## config.mk

```make
export PLATFORM = sky130hd
export DESIGN_NAME = led_pwm
export DESIGN_NICKNAME = d
export VERILOG_FILES = /design/src/rtl/led_pwm.sv
export SDC_FILE = /design/constraint.sdc
export NUM_CORES = 1
export LEC_CHECK = 0
export ABC_AREA = 1
export CORE_MARGIN = 10
export CORE_UTILIZATION = 28
export CTS_BUF_LIST = sky130_fd_sc_hd__clkbuf_4
export DETAILED_ROUTE_END_ITERATION = 12
export GPL_ROUTABILITY_DRIVEN = 1
export SETUP_SLACK_MARGIN = 0.2
export SYNTH_ARGS = -nofsm -noshare
export SYNTH_HDL_FRONTEND = slang
export SYNTH_SLANG_ARGS = --single-unit
export TNS_END_PERCENT = 1
```

## constraint.sdc

```tcl
create_clock -name clk -period 1.9 [get_ports clk]
set_clock_uncertainty 0.15 [all_clocks]
set_input_delay 0.38 -clock clk [delete_from_list [all_inputs] [get_ports clk]]
set_output_delay 0.38 -clock clk [all_outputs]
set_load 0.05 [all_outputs]
```

## src/rtl/led_pwm.sv

```systemverilog
// Memory-mapped multi-channel LED PWM driver with shared prescaler, per-channel
// shadowed duty (frame-aligned updates) and optional blink gating.
module led_pwm #(
   parameter int unsigned NUM_CHANNELS = 8,
   parameter int unsigned PWM_BITS     = 8,
   parameter int unsigned PRESC_BITS   = 16,
   parameter int unsigned BLINK_BITS   = 8
) (
   input  logic                    clk,
   input  logic                    resetn,
   input  logic [31:0]             address_in,
   input  logic                    sel_in,
   input  logic                    read_in,
   output logic [31:0]             read_value_out,
   input  logic [3:0]              write_mask_in,
   input  logic [31:0]             write_value_in,
   output logic                    ready_out,
   output logic [NUM_CHANNELS-1:0] pwm_out
);

   logic [3:0]              idx;
   logic                    wr_en;
   logic                    wr_presc;
   logic                    wr_blink;
   logic [31:0]             cur_word;
   logic [31:0]             wr_word;
   logic                    tick;
   logic                    wrap;

   logic                    enable_q, enable_d;
   logic                    blink_en_q, blink_en_d;
   logic [PRESC_BITS-1:0]   presc_q, presc_d;
   logic [PRESC_BITS-1:0]   pcnt_q, pcnt_d;
   logic [BLINK_BITS-1:0]   blink_q, blink_d;
   logic [BLINK_BITS-1:0]   bcnt_q, bcnt_d;
   logic                    phase_q, phase_d;
   logic [NUM_CHANNELS-1:0] bmask_q, bmask_d;
   logic [PWM_BITS-1:0]     fcnt_q, fcnt_d;
   logic [PWM_BITS-1:0]     duty_q   [NUM_CHANNELS];
   logic [PWM_BITS-1:0]     duty_d   [NUM_CHANNELS];
   logic [PWM_BITS-1:0]     shadow_q [NUM_CHANNELS];
   logic [PWM_BITS-1:0]     shadow_d [NUM_CHANNELS];
   logic [NUM_CHANNELS-1:0] pwm_q, pwm_d;

   logic                    unused_bus;

   assign idx      = address_in[5:2];
   assign wr_en    = sel_in & (|write_mask_in);
   assign wr_presc = wr_en && (idx == 4'd1);
   assign wr_blink = wr_en && (idx == 4'd2);

   assign unused_bus = ^{address_in[31:6], address_in[1:0], read_in, wr_word};

   // Register view of the addressed word, shared by the read path and the byte-lane merge.
   always_comb begin
      cur_word = '0;
      case (idx)
         4'd0: cur_word[1:0] = {blink_en_q, enable_q};
         4'd1: cur_word[PRESC_BITS-1:0] = presc_q;
         4'd2: cur_word[BLINK_BITS-1:0] = blink_q;
         4'd3: cur_word[NUM_CHANNELS-1:0] = bmask_q;
         default: begin
            for (int unsigned i = 0; i < NUM_CHANNELS; i++) begin
               if (32'(idx) == i + 32'd4) cur_word[PWM_BITS-1:0] = duty_q[i];
            end
         end
      endcase
   end

   always_comb begin
      wr_word = cur_word;
      for (int unsigned b = 0; b < 4; b++) begin
         if (write_mask_in[b]) wr_word[8*b +: 8] = write_value_in[8*b +: 8];
      end
   end

   assign read_value_out = sel_in ? cur_word : '0;
   assign ready_out      = sel_in;

   always_comb begin
      enable_d   = enable_q;
      blink_en_d = blink_en_q;
      presc_d    = presc_q;
      blink_d    = blink_q;
      bmask_d    = bmask_q;
      duty_d     = duty_q;

      if (wr_en) begin
         case (idx)
            4'd0: begin
               enable_d   = wr_word[0];
               blink_en_d = wr_word[1];
            end
            4'd1: presc_d = wr_word[PRESC_BITS-1:0];
            4'd2: blink_d = wr_word[BLINK_BITS-1:0];
            4'd3: bmask_d = wr_word[NUM_CHANNELS-1:0];
            default: begin
               for (int unsigned i = 0; i < NUM_CHANNELS; i++) begin
                  if (32'(idx) == i + 32'd4) duty_d[i] = wr_word[PWM_BITS-1:0];
               end
            end
         endcase
      end
   end

   assign tick = (pcnt_q == presc_q);
   assign wrap = tick && (fcnt_q == '1);

   always_comb begin
      pcnt_d   = pcnt_q;
      fcnt_d   = fcnt_q;
      bcnt_d   = bcnt_q;
      phase_d  = phase_q;
      shadow_d = shadow_q;

      if (!enable_q) begin
         pcnt_d   = '0;
         fcnt_d   = '0;
         bcnt_d   = '0;
         phase_d  = 1'b0;
         shadow_d = duty_q;
      end else begin
         pcnt_d = tick ? '0 : pcnt_q + PRESC_BITS'(1);
         if (wr_presc) pcnt_d = '0;
         if (tick) fcnt_d = fcnt_q + PWM_BITS'(1);
         // Shadow samples the pre-write duty, so a write on the wrap cycle waits one more frame.
         if (wrap) begin
            shadow_d = duty_q;
            if (bcnt_q == blink_q - BLINK_BITS'(1)) begin
               bcnt_d  = '0;
               phase_d = ~phase_q;
            end else begin
               bcnt_d = bcnt_q + BLINK_BITS'(1);
            end
         end
         if (blink_q == '0) begin
            bcnt_d  = '0;
            phase_d = 1'b0;
         end
         if (wr_blink) bcnt_d = '0;
      end
   end

   always_comb begin
      pwm_d = '0;
      for (int unsigned i = 0; i < NUM_CHANNELS; i++) begin
         pwm_d[i] = enable_q
                  & ((shadow_q[i] == '1) | (fcnt_q < shadow_q[i]))
                  & ~(blink_en_q & phase_q & bmask_q[i]);
      end
   end

   always_ff @(posedge clk) begin
      if (!resetn) begin
         enable_q   <= 1'b0;
         blink_en_q <= 1'b0;
         presc_q    <= '0;
         pcnt_q     <= '0;
         blink_q    <= '0;
         bcnt_q     <= '0;
         phase_q    <= 1'b0;
         bmask_q    <= '0;
         fcnt_q     <= '0;
         pwm_q      <= '0;
         for (int unsigned i = 0; i < NUM_CHANNELS; i++) begin
            duty_q[i]   <= '0;
            shadow_q[i] <= '0;
         end
      end else begin
         enable_q   <= enable_d;
         blink_en_q <= blink_en_d;
         presc_q    <= presc_d;
         pcnt_q     <= pcnt_d;
         blink_q    <= blink_d;
         bcnt_q     <= bcnt_d;
         phase_q    <= phase_d;
         bmask_q    <= bmask_d;
         fcnt_q     <= fcnt_d;
         pwm_q      <= pwm_d;
         for (int unsigned i = 0; i < NUM_CHANNELS; i++) begin
            duty_q[i]   <= duty_d[i];
            shadow_q[i] <= shadow_d[i];
         end
      end
   end

   assign pwm_out = pwm_q;

endmodule
```

# After elaboration in Yosys (flattened, before gate mapping)
# Index checks and enable logic that the tools add are counted.
[totals] inputBits=72 out_inout_bits=41 elab_cells=148 register_bits=203
[op_classes] add_sub_neg=4 bitwise=46 reduce_logical=24 n_eq_ne=23 muxes=17 n_lt_le_gt_ge=8
[op_table] op="$mux W64" count=2
[op_table] op="$mux W8" count=12
[op_table] op="$eq A8 B8 Y1 const B" count=9
[op_table] op="$lt A8 B8 Y1" count=8
[op_table] op="$and A1 B1 Y1" count=26
[op_table] op="$pmux W6 S4" count=1
[op_table] op="$reduce_and A3 Y1" count=8
[op_table] op="$add A16 B1 Y16 const B" count=1
[op_table] op="$add A8 B1 Y8 const B" count=2
[op_table] op="$eq A16 B16 Y1" count=1
[op_table] op="$eq A4 B3 Y1 const B" count=4
[op_table] op="$eq A4 B4 Y1 const B" count=4
[op_table] op="$mux W16" count=1
[op_table] op="$reduce_or A4 Y1" count=4
[op_table] op="$not A1 Y1" count=12
[op_table] op="$reduce_and A2 Y1" count=6
[op_table] op="$eq A4 B2 Y1 const B" count=2
[op_table] op="$eq A8 B8 Y1" count=1
[op_table] op="$logic_not A8 Y1" count=1
[op_table] op="$or A1 B1 Y1" count=8
[op_table] op="$pmux W2 S4" count=1
[op_table] op="$sub A8 B1 Y8 const B" count=1
[op_table] op="$eq A4 B1 Y1 const B" count=1
[op_table] op="$logic_not A4 Y1" count=1
[op_table] op="3 further kinds" count=5

# Longest topological paths before layout
# Gate-level depths: netlist of run 1.
[depth] word_depth=11 ltp_mapped=13 ltp_nobuf=12

# Worst setup path after synthesis of run 1
# OpenSTA, ideal clock, no wires.
[synth_timing] path_type="input to output" start="input address_in[3]" end="output read_value_out[0]" arrival_ps=2005 path_buffers=1 t_required_ps=1370 path_slack_ps=-635 cell_stages=9 path_cell_list="buf_4 inv_1 nor2_4 nand2_2 inv_1 a21oi_1 nand4_1 nand2_1 a21oi_1"
[synth_between] elab_chain_cells=11 word_cells_on_any_way=22
[synth_rtl] element="start: declaration" line="11" text="input logic [31:0] address_in,"
[synth_rtl] element="$eq A4 B3 Y1" line="64" text="if (32'(idx) == i + 32'd4) cur_word[PWM_BITS-1:0] = duty_q[i];"
[synth_rtl] element="$mux W8 (8 in a row)" line="64"
[synth_rtl] element="$pmux W2 S4 (*)" line="57" text="case (idx)"
[synth_rtl] element="$mux W16 (*)" line="77" text="assign read_value_out = sel_in ? cur_word : '0;"
[synth_rtl] element="end: declaration" line="14" text="output logic [31:0] read_value_out,"
# Every way passes the cells marked *; elsewhere a longest branch is shown, timed or not.

# Final worst setup path of run 1
[layout_timing] start="input address_in[5]" end="output read_value_out[1]"
# Same word-level chain as after synthesis.

==> flow_metrics.py, run 1 <==
metrics = {
    "synth": {
        "netlist_instances": 1490,
        "netlist_top_cells_area": "dfxtp_1 38%, nor2_1 7.6%, a21oi_1 7.5%",
        "synth_top_area_cell": "dfxtp_1",
        "synth_top_area_share_pct": 37.9,
        "synth_commonest_cells": "218 x nor2_1, 204 x nand2_1, 203 x dfxtp_1",
        "ys_ff_latch": 203,
        "avgSynthCellArea_um2": 7.20,
        "async_reset_ff_share_pct": 0,
        "synth_top_flop_cell": "dfxtp_1",
        "yosys_warnings": 0,
        "yosysSeqAreaShare_pct": 37.9,
        "yosysMostFrequentCell": "nor2_1",
        "synth_edf_count": 0,
        "synth_area_um2": 10700,
        "synth_cell_types": 41,
    },
    "die": {
        "die_area_um2": 46500,
        "ios": 113,
        "die_w_um": 216,
        "initial_core_util_pct": 28.4,
        "row_count": 71,
        "die_h_um": 216,
        "core-area_um2": 37800,
    },
    "placed_design": {
        "io_buffers": 51,
        "dp.cells": 2123,
        "gp_congestion": 0.886,
        "dp_slack_ns": -0.866,
        "dpl_cell_area_um2": 13200,
        "dp_hpwl_um": 25200,
    },
    "outcome": {
        "outcome": "finished with violations",
        "violations": "setup timing",
    },
    "setup_path": {
        "path_class": "input pin to output pin",
        "cp-start-kind": "input pin",
        "arrival_ns": 1.88,
        "end_kind": "output pin",
        "required_ns": 1.37,
        "critical_path.max_fanout": 6,
    },
    "drt": {
        "drtAntennaViolNets": 0,
        "drc_errors": 0,
        "vias": 10800,
        "first_pass_iters": 5,
        "wl_um": 35200,
        "vias_per_cell": 4.77,
        "wl_per_cell_um": 15.5,
        "drtIter0Drc": 743,
    },
    "clock_tree": {
        "cts_sinks": 203,
        "cts_root_buf": "clkbuf_4",
        "htreeDepth": 2,
        "cts_tree": "yes",
        "clk_latency_ns": 0.70,
        "cts_buffers": 58,
        "path_clk_slew_ns": 0.07,
        "postCtsHoldBufs": 0,
        "clockBufferDepth": 3,
    },
    "timing": {
        "finalHoldViolations": 0,
        "max_slew.worst_pin.slew_ns": 0.559,
        "setup_tns_ns": -13.27,
        "grt_setup_unrepaired": "true",
        "period_share_pct": 127,
        "setup_viol": 81,
        "timing.hold.ws_ns": 0.0502,
        "fin_crit_ns": 2.41,
        "relSlewSlack_pct": 62.3,
        "fmax_mhz": 414,
        "setup_slack_ns": -0.514,
        "drv_slew": 0,
    },
    "run": {
        "drv_cap": 0,
    },
    "final_layout": {
        "area_delta_synth_final_pct": 40.2,
        "fillers": 3887,
        "multiInputGateArea_um2": 6470,
        "utilization_pct": 39.8,
        "stdcell_count": 2265,
        "final_area_um2": 15000,
        "ff_latch_area_um2": 4140,
        "layout-drive-gt1-share_pct": 31.9,
        "fin_nets": 1839,
    },
    "power_and_ir_drop": {
        "power_density_nw_per_um2": 651,
        "leakage_nw": 6.03,
        "clkPwrFrac_pct": 43.0,
        "p_int_mw": 7.08,
        "ir_drop_mv": 0.414,
        "combPwrFrac_pct": 12.2,
        "seqPwrFrac_pct": 44.8,
        "p_switching_mw": 2.72,
        "sw_frac_of_total_pct": 27.7,
        "fin_total_pwr_mw": 9.79,
    },
    "hold_path": {
        "min_path_type": "input pin to register",
    },
    "grt": {
        "grt_pass1_vias": 10400,
        "grt_first_pass_wirelength_um": 55700,
        "grt_use_total_pct": 14.7,
        "grt_max_degree": 84,
        "antenna_found_initial": 1,
        "grt-ovfl-total": 0,
    },
}
-- sequential cells by signal, indices dropped and copies added, names as in the netlist --
name / cells
phase_q: 1
pwm_out: 8
blink_q: 8
duty_q: 64
bcnt_q: 8
shadow_q: 64
presc_q: 16
blink_en_q: 1
bmask_q: 8
pcnt_q: 16
fcnt_q: 8
enable_q: 1
-- kinds of logic (layout without fill, tap and decap cells) --
group / count (synthesis) / after routing / share of synthesized area [%]
other: 1 / 17 / 0.0350
flip-flops: 203 / 203 / 37.9
AO/OA/AOI/OAI: 317 / 317 / 16.2
XOR/XNOR: 35 / 35 / 2.86
buffers and inverters: 228 / 475 / 9.33
AND/OR/NAND/NOR: 645 / 646 / 26.6
adder cells (fa/ha/maj): 61 / 61 / 7.12
-- final cells by class --
type / count / share of cell area, %
Antenna cell: 1 / 0.0166
Clock buffer: 89 / 4.44
Clock inverter: 18 / 0.682
Inverter: 136 / 3.54
Multi-Input combinational cell: 1075 / 43.1
Sequential cell: 203 / 27.5
Tap cell: 511 / 4.25
Timing Repair Buffer: 232 / 16.5
-- cells in the final DEF (no fill, tap or decap), types with 8 or more instances in the layout --
| cell type | n |
|---|---|
| a21oi_1 | 144 |
| o21ai_0 | 101 |
| inv_2 | 12 |
| clkbuf_4 | 89 |
| buf_12 | 41 |
| clkinv_1 | 14 |
| buf_8 | 8 |
| nor2_1 | 166 |
| clkdlybuf4s50_1 | 21 |
| ha_1 | 60 |
| o211ai_1 | 8 |
| dfxtp_2 | 52 |
| xor2_1 | 11 |
| nor4_1 | 16 |
| o21a_1 | 10 |
| nand4_1 | 27 |
| buf_6 | 20 |
| xnor2_1 | 23 |
| a21oi_2 | 19 |
| dfxtp_1 | 148 |
| inv_1 | 116 |
| nand2_2 | 29 |
| nor2_4 | 19 |
| nor2_2 | 40 |
| nand2_1 | 174 |
| conb_1 | 16 |
| nand3_2 | 28 |
| buf_4 | 136 |
| nand3_1 | 102 |
| or2_2 | 10 |
-- power groups by stage --
stage	combinational [mW]	clock, mW	sequential [mW]
2_1_floorplan	0.651	0	4.46
3_3_place_gp	1.05	0	4.48
3_5_place_dp	1.05	0	4.48
4_1_cts	1.18	4.33	4.39
5_1_grt	1.29	4.57	4.39
6_report	1.20	4.21	4.39
-- what timing repair did --
item,4_1_cts,5_1_grt
hold endpoints to repair,0,0
pin swaps,73,22
endpoints found under the setup margin,220,205
setup buffers,29,2
resized for setup,249,21
cloned,3,0
-- worst max-delay path: stages --
cell and delay (ns):
buf_2 0.11, buf_12 0.13, nor2_4 0.13, buf_12 0.13
buf_12 0.09, buf_16 0.11, nand3_1 0.09, nand3_2 0.09
nor2_1 0.04, nand4_1 0.15, nand2_2 0.10, a21oi_4 0.16
buf_12 0.15
-- worst paths after layout --
kind | to | from | slack [ns] | depth (start not counted)
worst max-delay path | read_value_out[1] | address_in[5] | -0.51 | 13
worst min-delay path | shadow_q[10] | resetn | 0.05 | 4
worst max register to register | shadow_q[11] | presc_q[13] | -0.16 | 12
worst min register to register | pcnt_q[8] | pcnt_q[8] | 0.34 | 2
-- per-layer routing --
layer / part of all wire (%) / up-vias / global-route usage (%)
li1: - / 5416 / -
met1: 45 / 4991 / 19.0
met4: 3.1 / 0 / 5.75
met3: 6.4 / 76 / 3.29
met5: 0 / - / 0
met2: 45 / 315 / 23.2
(Power assumes the default switching activity.)
==> run 2: changes to the inputs <==
ABC_AREA = unset   (was 1)
CAP_MARGIN = 20   (was unset)
==> run 2 against run 1 <==
The flow still finishes with violations (setup timing). Hold slack better by 0.040 ns. Die area down 1.4%. Worst setup slack worse by 0.46 ns. Clock-buffer cell count down 6.
==> flow_metrics.py, run 2 <==
metrics = {
    "outcome": {
        "outcome": "finished with violations",
        "violations": "setup timing",
    },
    "synth": {
        "synth_edf_count": 0,
        "netlist_top_cells_area": "dfxtp_1 38%, ha_1 7.2%, mux2i_1 6.8%",
        "netlist_instances": 1188,
        "yosysSeqAreaShare_pct": 38.5,
        "yosysMostFrequentCell": "dfxtp_1",
        "synth_commonest_cells": "203 x dfxtp_1, 111 x nand3_1, 111 x o21ai_0",
        "synth_top_flop_cell": "dfxtp_1",
        "synth_top_area_share_pct": 38.5,
        "ys_ff_latch": 203,
        "synth_area_um2": 10600,
        "avgSynthCellArea_um2": 8.89,
        "async_reset_ff_share_pct": 0,
        "synth_cell_types": 58,
        "synth_top_area_cell": "dfxtp_1",
        "yosys_warnings": 0,
    },
    "power_and_ir_drop": {
        "p_int_mw": 6.78,
        "sw_frac_of_total_pct": 26.0,
        "p_switching_mw": 2.38,
        "seqPwrFrac_pct": 47.1,
        "ir_drop_mv": 0.340,
        "power_density_nw_per_um2": 633,
        "clkPwrFrac_pct": 43.5,
        "fin_total_pwr_mw": 9.15,
        "leakage_nw": 5.35,
        "combPwrFrac_pct": 9.4,
    },
    "final_layout": {
        "fillers": 3759,
        "fin_nets": 1559,
        "area_delta_synth_final_pct": 36.9,
        "top_regs": "duty_q x64, shadow_q x64",
        "ff_latch_area_um2": 4090,
        "layout-drive-gt1-share_pct": 31.3,
        "final_area_um2": 14500,
        "final_cell_mix": "179 x dfxtp_1, 179 x buf_4, 111 x nand3_1",
        "multiInputGateArea_um2": 6320,
    },
    "clock_tree": {
        "cts_buffers": 56,
        "clk_latency_ns": 0.70,
        "htreeDepth": 2,
        "cts_tree": "yes",
        "clockBufferDepth": 3,
        "cts_sinks": 203,
        "path_clk_slew_ns": 0.06,
        "postCtsHoldBufs": 0,
        "cts_root_buf": "clkbuf_4",
    },
    "die": {
        "ios": 113,
        "initial_core_util_pct": 28.2,
        "die_h_um": 214,
        "die_area_um2": 45900,
        "row_count": 71,
        "die_w_um": 214,
        "core-area_um2": 37400,
    },
    "placed_design": {
        "gp_congestion": 0.951,
        "dpl_cell_area_um2": 13100,
        "io_buffers": 51,
        "dp_hpwl_um": 23900,
    },
    "drt": {
        "drtIter0Drc": 494,
        "wl_per_cell_um": 16.3,
        "vias": 9275,
        "first_pass_iters": 5,
        "drtAntennaViolNets": 0,
        "wl_um": 32300,
        "vias_per_cell": 4.69,
        "drc_errors": 0,
    },
    "hold_path": {
        "holdPathStages": 4,
        "holdCritStartpoint": "resetn",
        "min_path_type": "input pin to register",
        "min_to": "phase_q",
    },
    "grt": {
        "grt-ovfl-total": 0,
        "grt_first_pass_wirelength_um": 50100,
        "antenna_found_initial": 3,
        "grt_max_degree": 86,
        "grt_use_total_pct": 13.5,
        "grt_pass1_vias": 9138,
    },
    "timing": {
        "fmax_mhz": 349,
        "setup_slack_ns": -0.969,
        "setup_tns_ns": -27.33,
        "grt_setup_unrepaired": "true",
        "finalHoldViolations": 0,
        "fin_crit_ns": 2.87,
        "drv_slew": 0,
        "setup_viol": 150,
        "period_share_pct": 151,
    },
    "setup_path": {
        "regToRegSetupSlack_ns": -0.42,
        "arrival_ns": 2.34,
        "path_class": "register to output pin",
        "end_kind": "output pin",
        "cp-start-kind": "register",
        "critical_path.max_fanout": 2,
        "worstPathCellList": "buf_6 > mux4_2 > mux2i_1 > o32a_1 > nor2b_4 > buf_12",
        "required_ns": 1.37,
        "timing.rr.end": "phase_q",
        "slowest_stage": "mux4_2",
        "worstReg2RegStart": "blink_q[0]",
        "worst_r2r_path_depth": 8,
        "critPathMaxStageDelay_ns": 0.50,
    },
    "run": {
        "drv_cap": 0,
    },
}
==> run 2: cell types whose count changed after synthesis, sizes merged, moves of 20 or more <==
cell / before / now
nor2b: 0 / 74
nor2: 224 / 56
buf: 60 / 37
a21oi: 170 / 50
clkbuf: 32 / 53
nand3: 131 / 111
a21o: 0 / 24
inv: 135 / 60
mux2i: 0 / 72
nand2: 209 / 52
==> run 2: critical path, delay by kind of cell, from the launching register on <==
| family | cells | cell delay, ns |
|---|---|---|
| multiplexers | 2 | 0.68 |
| flip-flops | 1 | 0.34 |
| AO/OA/AOI/OAI | 1 | 0.28 |
| buffers and inverters | 2 | 0.27 |
| AND/OR/NAND/NOR | 1 | 0.07 |
==> run 2: per-stage QoR <==
stage / utilization (%) / std cells / hold slack (ns) / setup slack [ns]
floorplan: - / 1203 / 0.301 / -0.462
global placement: 35.1 / 1876 / 0.331 / -0.841
detailed placement: 35.1 / 1876 / 0.339 / -0.870
CTS: 38.2 / 1974 / 0.0405 / -1.01
global route: 38.7 / 1977 / 0.0456 / -1.05
finish: 38.7 / 1977 / 0.0907 / -0.969
==> run 2: final cells by class <==
| cell class | instances | share of cell area, % |
|---|---|---|
| flip-flops and latches | 203 | 28.3 |
| diodes | 1 | 0.0173 |
| repair buffers | 255 | 17.0 |
| clock buffers | 83 | 4.31 |
| inverters | 60 | 1.56 |
| clock inverters | 14 | 0.588 |
| well taps | 511 | 4.42 |
| multi-input cells | 850 | 43.7 |
==> run 2: worst max-delay path by stage <==
stage,startpoint,endpoint,slack [ns],cells past startpoint
after CTS,blink_q[0],read_value_out[0],-1.01,6
after global placement,address_in[5],enable_q,-0.84,10
after floorplan,address_in[3],read_value_out[3],-0.46,8
after global routing,blink_q[1],read_value_out[1],-1.05,6
final,blink_q[0],read_value_out[0],-0.97,6
after detailed placement,address_in[5],bmask_q[0],-0.87,10
==> run 2: power by group through the flow <==
| stage | Sequential, mW | Clock [mW] | Combinational, mW |
|---|---|---|---|
| after floorplan | 4.40 | 0 | 0.463 |
| after global placement | 4.41 | 0 | 0.776 |
| after detailed placement | 4.41 | 0 | 0.782 |
| after CTS | 4.31 | 4.10 | 0.827 |
| after global routing | 4.31 | 4.35 | 0.904 |
| final | 4.31 | 3.98 | 0.856 |
==> run 2: cell families (layout without fill, tap and decap cells) <==
group / Yosys count / count (layout) / synth area share (%)
flops: 203 / 203 / 38.5
simple gates: 391 / 391 / 19.5
fa+ha+maj: 61 / 61 / 7.23
compound gates: 236 / 236 / 13.7
buf+inv: 150 / 412 / 6.59
xor+xnor: 55 / 55 / 4.56
mux: 91 / 91 / 9.91
other cells: 1 / 17 / 0.0355
==> run 2: metal layers <==
metal	GRT usage, %	routed length [um]
met5	0	0
met4	4.82	898
met3	2.79	1630
met2	21.8	14800
met1	17.6	15000
==> run 2: repair_timing <==
action,in CTS,in global routing
endpoints found under the setup margin,227,225
resized for setup,160,54
setup buffers,1,2
pin swaps,87,58
